--- src/rtl/mem_arbiter.sv ---
// mem_arbiter
// ---------------------------------------------------------------------------
// Shares one single-ported memory between two requesters: C (CPU memory
// port) and D (loader/debug DMA port). One request is accepted at a time. Its
// address, write enable and write data are latched. The memory is driven for
// one access cycle. The arbiter then waits out the fixed read latency and
// returns registered read data to the requester that won.
//
// Ports
//   clk                 rising-edge clock
//   reset               synchronous, active-low reset
//   c_req/c_we/c_addr/c_wdata   CPU request (req held until c_gnt)
//   c_gnt               CPU request accepted this cycle (combinational, IDLE only)
//   c_rvalid/c_rdata    one-cycle read-complete pulse / held read data
//   d_*                 same set for the DMA port
//   m_en/m_we/m_addr/m_wdata    memory access strobe and latched request
//   m_rdata             memory read data, valid LAT cycles after the m_en cycle
//
// Parameters
//   WIDTH   data bus width
//   ADDR_W  address width
//   LAT     memory read latency in cycles (>= 1)
//
// Build option
//   MEM_ARB_FIXED_PRIO_EN  when defined, C always wins contention;
//                          otherwise contention is resolved round-robin.
// ---------------------------------------------------------------------------
module mem_arbiter #(
    parameter int WIDTH  = 32,
    parameter int ADDR_W = 32,
    parameter int LAT    = 2
) (
    input  logic              clk,
    input  logic              reset,
    input  logic              c_req,
    input  logic              c_we,
    input  logic [ADDR_W-1:0] c_addr,
    input  logic [WIDTH-1:0]  c_wdata,
    output logic              c_gnt,
    output logic              c_rvalid,
    output logic [WIDTH-1:0]  c_rdata,
    input  logic              d_req,
    input  logic              d_we,
    input  logic [ADDR_W-1:0] d_addr,
    input  logic [WIDTH-1:0]  d_wdata,
    output logic              d_gnt,
    output logic              d_rvalid,
    output logic [WIDTH-1:0]  d_rdata,
    output logic              m_en,
    output logic              m_we,
    output logic [ADDR_W-1:0] m_addr,
    output logic [WIDTH-1:0]  m_wdata,
    input  logic [WIDTH-1:0]  m_rdata
);

    // Enough bits to hold LAT-1; a single bit when LAT is 1.
    localparam int CNT_W = (LAT > 1) ? $clog2(LAT) : 1;

    typedef enum logic [1:0] {
        IDLE   = 2'd0,
        ACCESS = 2'd1,
        WAIT   = 2'd2
    } state_t;

    state_t              state_r;
    state_t              state_s;
    logic                win_d_s;        // 1: D wins this IDLE cycle
    logic                owner_r;        // 0: C, 1: D
    logic                last_served_r;  // 0: C, 1: D
    logic                lat_we_r;
    logic [ADDR_W-1:0]   lat_addr_r;
    logic [WIDTH-1:0]    lat_wdata_r;
    logic [CNT_W-1:0]    cnt_r;
    logic                rd_done_s;
    logic                c_rvalid_r;
    logic                d_rvalid_r;
    logic [WIDTH-1:0]    c_rdata_r;
    logic [WIDTH-1:0]    d_rdata_r;

    // Last latency cycle of a read: data is captured at the end of this cycle.
    assign rd_done_s = (state_r == WAIT) && (cnt_r == {CNT_W{1'b0}});

    // Next-state logic, arbitration and combinational grants.
    always_comb begin
        state_s = state_r;
        win_d_s = 1'b0;
        c_gnt   = 1'b0;
        d_gnt   = 1'b0;
        case (state_r)
            IDLE: begin
                // Grants are suppressed while reset is held low.
                if (reset && (c_req || d_req)) begin
`ifdef MEM_ARB_FIXED_PRIO_EN
                    win_d_s = !c_req;
`else
                    // Under contention D wins only if C was served last.
                    win_d_s = !c_req || (d_req && !last_served_r);
`endif
                    c_gnt   = !win_d_s;
                    d_gnt   = win_d_s;
                    state_s = ACCESS;
                end else begin
                    state_s = IDLE;
                end
            end
            ACCESS: begin
                if (lat_we_r) begin
                    state_s = IDLE;
                end else begin
                    state_s = WAIT;
                end
            end
            WAIT: begin
                if (rd_done_s) begin
                    state_s = IDLE;
                end else begin
                    state_s = WAIT;
                end
            end
            default: state_s = IDLE;
        endcase
    end

    // State register, owner/last-served tracking and request latch.
    always_ff @(posedge clk) begin
        if (!reset) begin
            state_r       <= IDLE;
            owner_r       <= 1'b0;
            last_served_r <= 1'b1;
            lat_we_r      <= 1'b0;
            lat_addr_r    <= {ADDR_W{1'b0}};
            lat_wdata_r   <= {WIDTH{1'b0}};
        end else begin
            state_r <= state_s;
            if (c_gnt || d_gnt) begin
                owner_r       <= d_gnt;
                last_served_r <= d_gnt;
                lat_we_r      <= d_gnt ? d_we    : c_we;
                lat_addr_r    <= d_gnt ? d_addr  : c_addr;
                lat_wdata_r   <= d_gnt ? d_wdata : c_wdata;
            end
        end
    end

    // Read latency counter: loaded in ACCESS for reads, counts down in WAIT.
    always_ff @(posedge clk) begin
        if (!reset) begin
            cnt_r <= {CNT_W{1'b0}};
        end else if ((state_r == ACCESS) && !lat_we_r) begin
            cnt_r <= CNT_W'(LAT - 1);
        end else if ((state_r == WAIT) && !rd_done_s) begin
            cnt_r <= cnt_r - CNT_W'(1);
        end
    end

    // Read-data capture into the owner's registers; the other port is untouched.
    always_ff @(posedge clk) begin
        if (!reset) begin
            c_rvalid_r <= 1'b0;
            d_rvalid_r <= 1'b0;
            c_rdata_r  <= {WIDTH{1'b0}};
            d_rdata_r  <= {WIDTH{1'b0}};
        end else begin
            c_rvalid_r <= rd_done_s && !owner_r;
            d_rvalid_r <= rd_done_s && owner_r;
            if (rd_done_s && !owner_r) begin
                c_rdata_r <= m_rdata;
            end
            if (rd_done_s && owner_r) begin
                d_rdata_r <= m_rdata;
            end
        end
    end

    // Memory side is decoded from registered state only. The address and data
    // hold their latched values between accesses.
    assign m_en     = (state_r == ACCESS);
    assign m_we     = (state_r == ACCESS) && lat_we_r;
    assign m_addr   = lat_addr_r;
    assign m_wdata  = lat_wdata_r;
    assign c_rvalid = c_rvalid_r;
    assign d_rvalid = d_rvalid_r;
    assign c_rdata  = c_rdata_r;
    assign d_rdata  = d_rdata_r;

endmodule

--- config.mk ---
export PLATFORM = sky130hd
export DESIGN_NAME = mem_arbiter
export DESIGN_NICKNAME = d
export VERILOG_FILES = /design/src/rtl/mem_arbiter.sv
export SDC_FILE = /design/constraint.sdc
export NUM_CORES = 1
export LEC_CHECK = 0
export BUFFER_PORTS_ARGS = -buffer_cell sky130_fd_sc_hd__buf_2
export CAP_MARGIN = 20
export CELL_PAD_IN_SITES_DETAIL_PLACEMENT = 0
export CELL_PAD_IN_SITES_GLOBAL_PLACEMENT = 1
export CORE_ASPECT_RATIO = 0.75
export CORE_MARGIN = 2
export CORE_UTILIZATION = 32
export DETAILED_ROUTE_END_ITERATION = 8
export GPL_TIMING_DRIVEN = 0
export PLACE_DENSITY_LB_ADDON = 0.1
export SETUP_SLACK_MARGIN = 0.02
export SYNTH_ARGS = -nofsm -noshare
export SYNTH_HDL_FRONTEND = slang
export SYNTH_SLANG_ARGS = --single-unit
--- constraint.sdc ---
create_clock -name clk -period 2.2 [get_ports clk]
set_clock_uncertainty 0.2 [all_clocks]
set_input_delay 0.11 -clock clk [delete_from_list [all_inputs] [get_ports clk]]
set_output_delay 0.11 -clock clk [all_outputs]
set_load 0.02 [all_outputs]
==> out/results.tsv, run 1 <==
metric	value	unit
CTS buffer count	17	
core utilization of the finished layout	54.79	%
# setup viols final	0	
VDD IR-drop max	0.0003439	V
final number of max-transition violations	0	
number of library cell types mapped by synthesis	29	
cell count after placement	1242	
drt first pass iters	5	
Rel. slew slack	45.49	%
internal power of the cells	0.005102	W
Vias/cell	4.896	
WS Path Type	reg -> out	
initial core utilization	32.50	%
Starting DRT DRC Count	428	
max-cap check violation count	0	
number of fill cells	1770	
proportion of netlist area held by the largest area contributor	45.53	%
Wirelength per Cell	16.11	microns
time the worst path needs with I/O delays and setup	2.085	ns
CP Cell Sequence	buf_2 -> nor3b_4 -> and2_4 -> buf_6 -> o21a_1 -> buf_4	
Max Fclk	479.5	MHz
area of the mapped netlist	0.005979	sq mm
total routing usage reported by global routing	22.80	%
Logic pwr share	20.3	%
primary flip-flop cell chosen by synthesis mapping	sky130_fd_sc_hd__dfxtp_1	
proportion of synthesized chip area in sequential cells	45.53	%
number of flops mapped to enable cells by yosys	0	
remaining global-route overflow	0	
top post-synthesis cells by area	sky130_fd_sc_hd__dfxtp_1, sky130_fd_sc_hd__a21oi_1, sky130_fd_sc_hd__nand3b_1	
core area	0.01840	sq mm
Die Area	0.01981	sq mm
remaining design rule violation count	0	
most frequent cell after synthesis	sky130_fd_sc_hd__dfxtp_1	
Avg Synthesized Cell Area	8.591	sq um
Storage cell area	0.002723	sq mm
post-synthesis register bit count	136	
RSZ-0062 raised after global routing	false	
number of global-route vias before repair	6748	
outcome	finished clean	
proportion of power drawn by the clock network	41.9	%
data arrival time of the worst path	1.78	ns
Critical Path RT	1.89	ns
share of the clock period used by the worst path	94.79	%
number of clock sinks	136	
cell area power density	710.6	mW/mm^2
Layout Cells excl Fill	1439	
top cell types by occurrence after synthesis	sky130_fd_sc_hd__dfxtp_1, sky130_fd_sc_hd__a21oi_1, sky130_fd_sc_hd__nand2_1	
num ports	300	
library cell occupying the most area in the post-synthesis netlist	sky130_fd_sc_hd__dfxtp_1	
fraction of layout instances using a drive strength above 1	33.39	%
hold slack	0.04033	ns
Root Driver	sky130_fd_sc_hd__clkbuf_16	
reported net switching power	0.002063	W
maximum single-stage delay on the critical path	0.29	ns
family with the most delay on the worst path	simple AND/OR/NAND/NOR gates	
worst min path class	in -> reg	
floorplan die height	122.4	microns
I/O Buffers	299	
Final Power	0.007164	W
Layout Nets	1345	
switching fraction of total power	28.79	%
sequential cell fraction of total power	37.7	%
number of nets produced by synthesis	862	
clock buffer depth	2	
initial antenna violation count	0	
clock edge transition at the registers on the reported setup and hold paths	0.06	ns
Die W	161.8	microns
H-Tree Level Count	4	
Std-Cell Rows	43	
measured slew at the worst slew-check pin	0.8176	ns
async set-or-reset flop fraction in the synthesized netlist	0	%
ANT nets after route	0	
Syn. warnings	0	
instance count of the mapped netlist	696	
Final HPWL DP	16350	microns
Critical Path Start Type	flip-flop	
final weighted congestion of routability-driven global placement	0.7847	
maximum fanout along the worst path	10	
Synth-to-Final Area Change	68.61	%
sum of buffers and inverters on the critical path	3	
count of inserted antenna diode cells	0	
cell at the slowest stage of the critical path	sky130_fd_sc_hd__dfxtp_1	
clock latency reported for the late side of the worst-skew pair	0.41	ns
maximum number of pins on one net before global-route repair	17	
CTS tree	done	
area of combinational cells with multiple inputs	0.002880	sq mm
Routed WL	23180	microns
DR vias	7046	
first-pass GRT wire length	35550	microns
Final Hold Violating Endpoints	0	
final-layout setup total negative slack	0	ns
Crit. End Element	output port	
reported leakage power	4.208	nW
==> registers in the layout (all words and copies together), names as in the netlist, 2 cells and up <==
signal   cells
m_addr      32
state_r      2
c_rdata     32
d_rdata     32
m_wdata     32
==> worst register-to-register path, cell delays in order, from the launching register on <==
cell	delay, ns
sky130_fd_sc_hd__dfxtp_1	0.29
sky130_fd_sc_hd__buf_2	0.16
sky130_fd_sc_hd__nor3b_4	0.26
sky130_fd_sc_hd__buf_6	0.21
sky130_fd_sc_hd__clkbuf_1	0.39
sky130_fd_sc_hd__a21oi_1	0.15
sky130_fd_sc_hd__a311oi_2	0.27
==> cell usage in the layout (no fill, tap or decap), drive strengths merged, types with 3 or more instances in the layout <==
cell,n
clkbuf,69
nand2,128
o21ai,66
a21oi,132
nand3b,65
nor3b,3
inv,8
dlygate4sd3,163
clkinv,4
dfxtp,136
a311oi,65
nor2,5
bufinv,3
buf,331
==> final timing paths <==
check | from | to | slack (ns) | cells after the start
setup reg to reg | state_r[1] | m_addr[27] | 0.17 | 6
hold / removal | c_req | m_wdata[23] | 0.04 | 4
setup / recovery | state_r[1] | d_gnt | 0.11 | 6
hold reg to reg | c_rdata[22] | c_rdata[22] | 0.25 | 2
==> per-layer routing <==
layer	share of wire [%]	GRT usage, %
met5	0	0
met4	2.3	8.960
met3	6.5	5.407
met2	43	34.63
met1	48	31.36
==> repair_timing <==
action	CTS	global route
pin swaps	1	2
resized for setup	7	4
hold endpoints to repair	130	0
setup buffers	2	2
setup endpoints to repair	2	3
hold buffers	163	0
==> area by class of cell <==
class | count | area share (%)
buffer | 79 | 3.673
clock buffer | 18 | 4.257
clock inverter | 14 | 1.874
inverter | 3 | 0.1117
multi-input combinational | 476 | 28.57
sequential | 136 | 27.00
tap | 247 | 3.065
timing repair buffer | 466 | 31.45
==> per-stage QoR <==
step	cell area [sq um]	setup slack [ns]
floorplan	5979	0.4952
global placement	7785	0.08662
CTS	10060	0.03271
global route	10080	0.01577
finish	10080	0.1145
detailed placement	7785	0.1346
==> power by group through the flow <==
stage                     Combinational (W)  Clock [W]  Sequential [W]
after floorplan                    0.000558          0         0.00292
after global placement              0.00121          0         0.00276
after detailed placement            0.00121          0         0.00275
after CTS                           0.00144    0.00308         0.00270
after global routing                0.00158    0.00318         0.00272
final                               0.00146    0.00300         0.00270
==> kinds of logic (layout without fill, tap and decap cells) <==
| kind of cell | after synthesis | in the layout | synth area share, % |
|---|---|---|---|
| flip-flops | 136 | 136 | 45.53 |
| AND/OR/NAND/NOR | 211 | 211 | 18.56 |
| buffers and inverters | 84 | 580 | 6.445 |
| AO/OA/AOI/OAI | 265 | 265 | 29.46 |
Note: power is estimated with default switching activity, not from simulation.
==> run 2: changes to the inputs <==
--- a/config.mk
+++ b/config.mk
@@ -5,7 +5,7 @@
 export SDC_FILE = /design/constraint.sdc
 export NUM_CORES = 1
 export LEC_CHECK = 0
-export BUFFER_PORTS_ARGS = -buffer_cell sky130_fd_sc_hd__buf_2
+export BUFFER_PORTS_ARGS = -buffer_cell sky130_fd_sc_hd__buf_4
 export CAP_MARGIN = 20
 export CELL_PAD_IN_SITES_DETAIL_PLACEMENT = 0
 export CELL_PAD_IN_SITES_GLOBAL_PLACEMENT = 1
@@ -14,8 +14,9 @@
 export CORE_UTILIZATION = 32
 export DETAILED_ROUTE_END_ITERATION = 8
 export GPL_TIMING_DRIVEN = 0
-export PLACE_DENSITY_LB_ADDON = 0.1
+export PLACE_DENSITY = 0.78
 export SETUP_SLACK_MARGIN = 0.02
 export SYNTH_ARGS = -nofsm -noshare
 export SYNTH_HDL_FRONTEND = slang
 export SYNTH_SLANG_ARGS = --single-unit
+export TNS_END_PERCENT = 30
==> out/results.tsv, run 2 (synthesis gave the netlist of run 1 again) <==
metric	value	unit
Final Hold Violating Endpoints	0	
Layout Nets	1348	
Synth-to-Final Area Change	81.36	%
DR vias	7153	
Vias/cell	4.960	
I/O Buffers	299	
Die W	161.8	microns
CTS buffer count	17	
Routed WL	24200	microns
RSZ-0062 raised after global routing	true	
time the worst path needs with I/O delays and setup	2.086	ns
# setup viols final	0	
first-pass GRT wire length	37180	microns
maximum number of pins on one net before global-route repair	17	
drt first pass iters	5	
data arrival time of the worst path	1.78	ns
Die Area	0.01981	sq mm
leading cell types in the layout, fill and taps excluded	sky130_fd_sc_hd__buf_4, sky130_fd_sc_hd__dlygate4sd3_1, sky130_fd_sc_hd__dfxtp_1	
num ports	300	
Rel. slew slack	49.13	%
number of clock sinks	136	
count of inserted antenna diode cells	0	
Max Fclk	479.4	MHz
worst min path class	in -> reg	
cell area power density	676.7	mW/mm^2
most common cell after layout, fill and taps aside	sky130_fd_sc_hd__buf_4	
remaining global-route overflow	0	
WS Path Type	reg -> out	
reported leakage power	4.360	nW
initial antenna violation count	0	
final number of max-transition violations	0	
clock edge transition at the registers on the reported setup and hold paths	0.06	ns
CTS tree	done	
clock buffer depth	2	
initial core utilization	32.50	%
number of global-route vias before repair	6992	
outcome	finished clean	
Critical Path Start Type	flip-flop	
Wirelength per Cell	16.78	microns
Crit. End Element	output port	
ANT nets after route	0	
share of the clock period used by the worst path	94.81	%
final-layout setup total negative slack	0	ns
H-Tree Level Count	4	
fraction of layout instances using a drive strength above 1	33.47	%
measured slew at the worst slew-check pin	0.7630	ns
clock latency reported for the late side of the worst-skew pair	0.41	ns
Critical Path RT	1.89	ns
floorplan die height	122.4	microns
remaining design rule violation count	0	
total routing usage reported by global routing	23.66	%
Std-Cell Rows	43	
Starting DRT DRC Count	503	
VDD IR-drop max	0.0003247	V
Final HPWL DP	16830	microns
core area	0.01840	sq mm
max-cap check violation count	0	
final weighted congestion of routability-driven global placement	0.8138	
hold slack	0.04338	ns
Root Driver	sky130_fd_sc_hd__clkbuf_16	
maximum fanout along the worst path	10	
[run 2: cell type report]
cell class                      instances  area, sq um
Buffer                                 80        380.4
Clock buffer                           19        442.9
Clock inverter                         13        168.9
Fill cell                            1690         7556
Inverter                                3        11.26
Multi-Input combinational cell        476         2880
Sequential cell                       136         2723
Tap cell                              247        309.0
Timing Repair Buffer                  468         3929
[run 2: stage by stage]
step | cells | worst slack [ns] | total power [W] | area [sq um] | utilization, %
6_report | 1442 | 0.1142 | 0.007338 | 10840 | 58.94
5_1_grt | 1442 | 0.005036 | 0.007641 | 10840 | 58.94
4_1_cts | 1437 | 0.02669 | 0.007366 | 10800 | 58.72
3_5_place_dp | 1242 | 0.1804 | 0.004127 | 8533 | 46.38
3_3_place_gp | 1242 | 0.1898 | 0.004122 | 8533 | 46.38
2_1_floorplan | 696 | 0.4952 | 0.003478 | 5979 | -
[run 2: worst paths after layout]
| path | start | to | slack (ns) | cells after the start |
|---|---|---|---|---|
| worst max-delay path | state_r[1] | c_gnt | 0.11 | 6 |
| worst min-delay path | c_req | m_wdata[25] | 0.04 | 4 |
| worst max register to register | last_served_r | m_wdata[3] | 0.19 | 5 |
| worst min register to register | d_rdata[0] | d_rdata[0] | 0.25 | 2 |
[run 2: routing by layer]
metal | up-vias | part of all wire (%) | GRT usage (%)
met2 | 266 | 46 | 37.21
met3 | 49 | 6.2 | 4.427
li1 | 3487 | - | -
met4 | 0 | 2.7 | 10.62
met1 | 3351 | 45 | 31.75
met5 | - | 0 | 0
[run 2: what timing repair did]
action | 4_1_cts | 5_1_grt
pin swaps | 1 | 2
resized for setup | 6 | 2
hold endpoints to repair | 130 | 0
setup endpoints to repair | 2 | 2
hold buffers | 163 | 0
buffers inserted | 1 | 5
[run 2: critical path: stages (launching register included)]
cell                      delay (ns)
sky130_fd_sc_hd__dfxtp_1        0.30
sky130_fd_sc_hd__buf_2          0.17
sky130_fd_sc_hd__nor3b_4        0.24
sky130_fd_sc_hd__buf_6          0.15
sky130_fd_sc_hd__buf_6          0.13
sky130_fd_sc_hd__nor3b_4        0.22
sky130_fd_sc_hd__buf_6          0.16
[run 2: power by group]
part           internal (W)  switching (W)  total [W]
registers           0.00262      0.0000904    0.00271
clock network       0.00182        0.00116    0.00299
logic              0.000834       0.000811    0.00164
total               0.00527        0.00206    0.00734
==> run 3: changes to the inputs <==
--- a/config.mk
+++ b/config.mk
@@ -9,7 +9,6 @@
 export CAP_MARGIN = 20
 export CELL_PAD_IN_SITES_DETAIL_PLACEMENT = 0
 export CELL_PAD_IN_SITES_GLOBAL_PLACEMENT = 1
-export CORE_ASPECT_RATIO = 0.75
 export CORE_MARGIN = 2
 export CORE_UTILIZATION = 32
 export DETAILED_ROUTE_END_ITERATION = 8
==> out/results.tsv, run 3 (synthesis gave the netlist of run 1 again) <==
metric	value	unit
core utilization of the finished layout	59.65	%
Final Hold Violating Endpoints	0	
Worst Setup Slack post-DPL	0.03946	ns
sum of buffers and inverters on the critical path	3	
Std-Cell Rows	49	
core area	0.01815	sq mm
Layout Nets	1345	
initial antenna violation count	0	
Critical Path RT	1.89	ns
internal power of the cells	0.005393	W
Final HPWL DP	17010	microns
family with the most delay on the worst path	buffers and inverters	
leading cell types in the layout, fill and taps excluded	sky130_fd_sc_hd__buf_4, sky130_fd_sc_hd__dlygate4sd3_1, sky130_fd_sc_hd__dfxtp_1	
fraction of layout instances using a drive strength above 1	33.22	%
cell at the slowest stage of the critical path	sky130_fd_sc_hd__dfxtp_1	
count of inserted antenna diode cells	0	
reported leakage power	4.364	nW
remaining design rule violation count	0	
CP Cell Sequence	nor3b_4 -> buf_4 -> and2_4 -> buf_8 -> o21a_1 -> buf_4	
Die W	140.7	microns
maximum number of pins on one net before global-route repair	17	
CTS tree	done	
Max Fclk	483.2	MHz
total routing usage reported by global routing	24.17	%
H-Tree Level Count	4	
WS Path Type	reg -> out	
data arrival time of the worst path	1.76	ns
Critical Path Start Type	flip-flop	
# setup viols final	0	
Routed WL	24630	microns
Most Frequent Cell on Critical Path	sky130_fd_sc_hd__buf_4	
min setup slack post-route	0.1307	ns
number of global-route vias before repair	7274	
Die Area	0.01980	sq mm
first-pass GRT wire length	37910	microns
ANT nets after route	0	
final-layout setup total negative slack	0	ns
final number of max-transition violations	0	
clock edge transition at the registers on the reported setup and hold paths	0.06	ns
maximum single-stage delay on the critical path	0.39	ns
Synth-to-Final Area Change	81.04	%
time the worst path needs with I/O delays and setup	2.069	ns
drt first pass iters	5	
Root Driver	sky130_fd_sc_hd__clkbuf_16	
floorplan die height	140.7	microns
initial core utilization	32.95	%
num ports	300	
Final Power	0.007466	W
switching fraction of total power	27.77	%
VDD IR-drop max	0.0004782	V
proportion of power drawn by the clock network	41.7	%
outcome	finished clean	
number of clock sinks	136	
CTS buffer count	17	
remaining global-route overflow	0	
Rel. slew slack	49.61	%
worst min path class	in -> reg	
share of the clock period used by the worst path	94.06	%
DR vias	7156	
final weighted congestion of routability-driven global placement	0.8115	
Vias/cell	5.036	
Starting DRT DRC Count	320	
clock latency reported for the late side of the worst-skew pair	0.42	ns
most common cell after layout, fill and taps aside	sky130_fd_sc_hd__buf_4	
I/O Buffers	299	
Wirelength per Cell	17.33	microns
Logic pwr share	21.9	%
reported net switching power	0.002073	W
Crit. End Element	output port	
maximum fanout along the worst path	10	
measured slew at the worst slew-check pin	0.7558	ns
clock buffer depth	2	
RSZ-0062 raised after global routing	false	
sequential cell fraction of total power	36.4	%
cell area power density	689.6	mW/mm^2
max-cap check violation count	0	
run 3: cell count changes in the layout (fill, tap and decap cells not counted), sizes merged:
cell | previous run | this run
inv | 5 | 6
bufinv | 3 | 4
clkinvlp | 4 | 1
buf | 334 | 331
clkbuf | 70 | 71
run 3: layout make-up:
type / instances / area [sq um]
Timing Repair Buffer: 467 / 3921
Fill cell: 1595 / 7322
Sequential cell: 136 / 2723
Clock inverter: 12 / 188.9
Multi-Input combinational cell: 476 / 2880
Inverter: 3 / 11.26
Clock buffer: 20 / 446.7
Buffer: 78 / 367.9
Tap cell: 229 / 286.5
run 3: timing repair:
item / in CTS / in global routing
gates cloned: 0 / 0
endpoints found under the setup margin: 2 / 1
hold buffers: 163 / 0
resized for setup: 6 / 1
endpoints found under the hold margin: 130 / 0
pin swaps: 1 / 1
setup buffers: 4 / 1
run 3: worst reg2reg max path, stage by stage, from the launching register on:
cell and delay, ns:
sky130_fd_sc_hd__dfxtp_1 0.39, sky130_fd_sc_hd__nor3b_4 0.23, sky130_fd_sc_hd__buf_4 0.14, sky130_fd_sc_hd__buf_6 0.16, sky130_fd_sc_hd__clkbuf_1 0.39, sky130_fd_sc_hd__a21oi_1 0.15
sky130_fd_sc_hd__a311oi_2 0.27
run 3: layer usage:
metal / GRT usage, % / part of all wire (%) / vias up
li1: - / - / 3480
met1: 27.73 / 40 / 3314
met2: 41.49 / 49 / 309
met3: 7.575 / 7.2 / 53
met4: 10.53 / 3.3 / 0
met5: 0 / 0 / -
run 3: power by group through the flow:
stage	Clock, W	Sequential, W	Combinational [W]
after detailed placement	0	0.00276	0.00137
final	0.00311	0.00272	0.00164
after floorplan	0	0.00292	0.000558
after global placement	0	0.00276	0.00138
after global routing	0.00327	0.00273	0.00175
after CTS	0.00316	0.00271	0.00163
run 3: worst paths after layout:
| check | from | endpoint | slack, ns | depth (start not counted) |
|---|---|---|---|---|
| worst min-delay path | c_req | m_wdata[23] | 0.06 | 4 |
| worst max-delay path | state_r[0] | d_gnt | 0.13 | 6 |
| worst min register to register | c_rdata[29] | c_rdata[29] | 0.25 | 2 |
| worst max register to register | state_r[0] | m_addr[26] | 0.19 | 6 |
run 3: metrics by stage:
stage,instances,hold WS [ns],instance area [sq um]
after floorplan,696,-0.01377,5979
after global placement,1224,0.1266,8511
after detailed placement,1224,0.1405,8511
after CTS,1421,0.04106,10820
after global routing,1421,0.06363,10830
final,1421,0.05574,10830
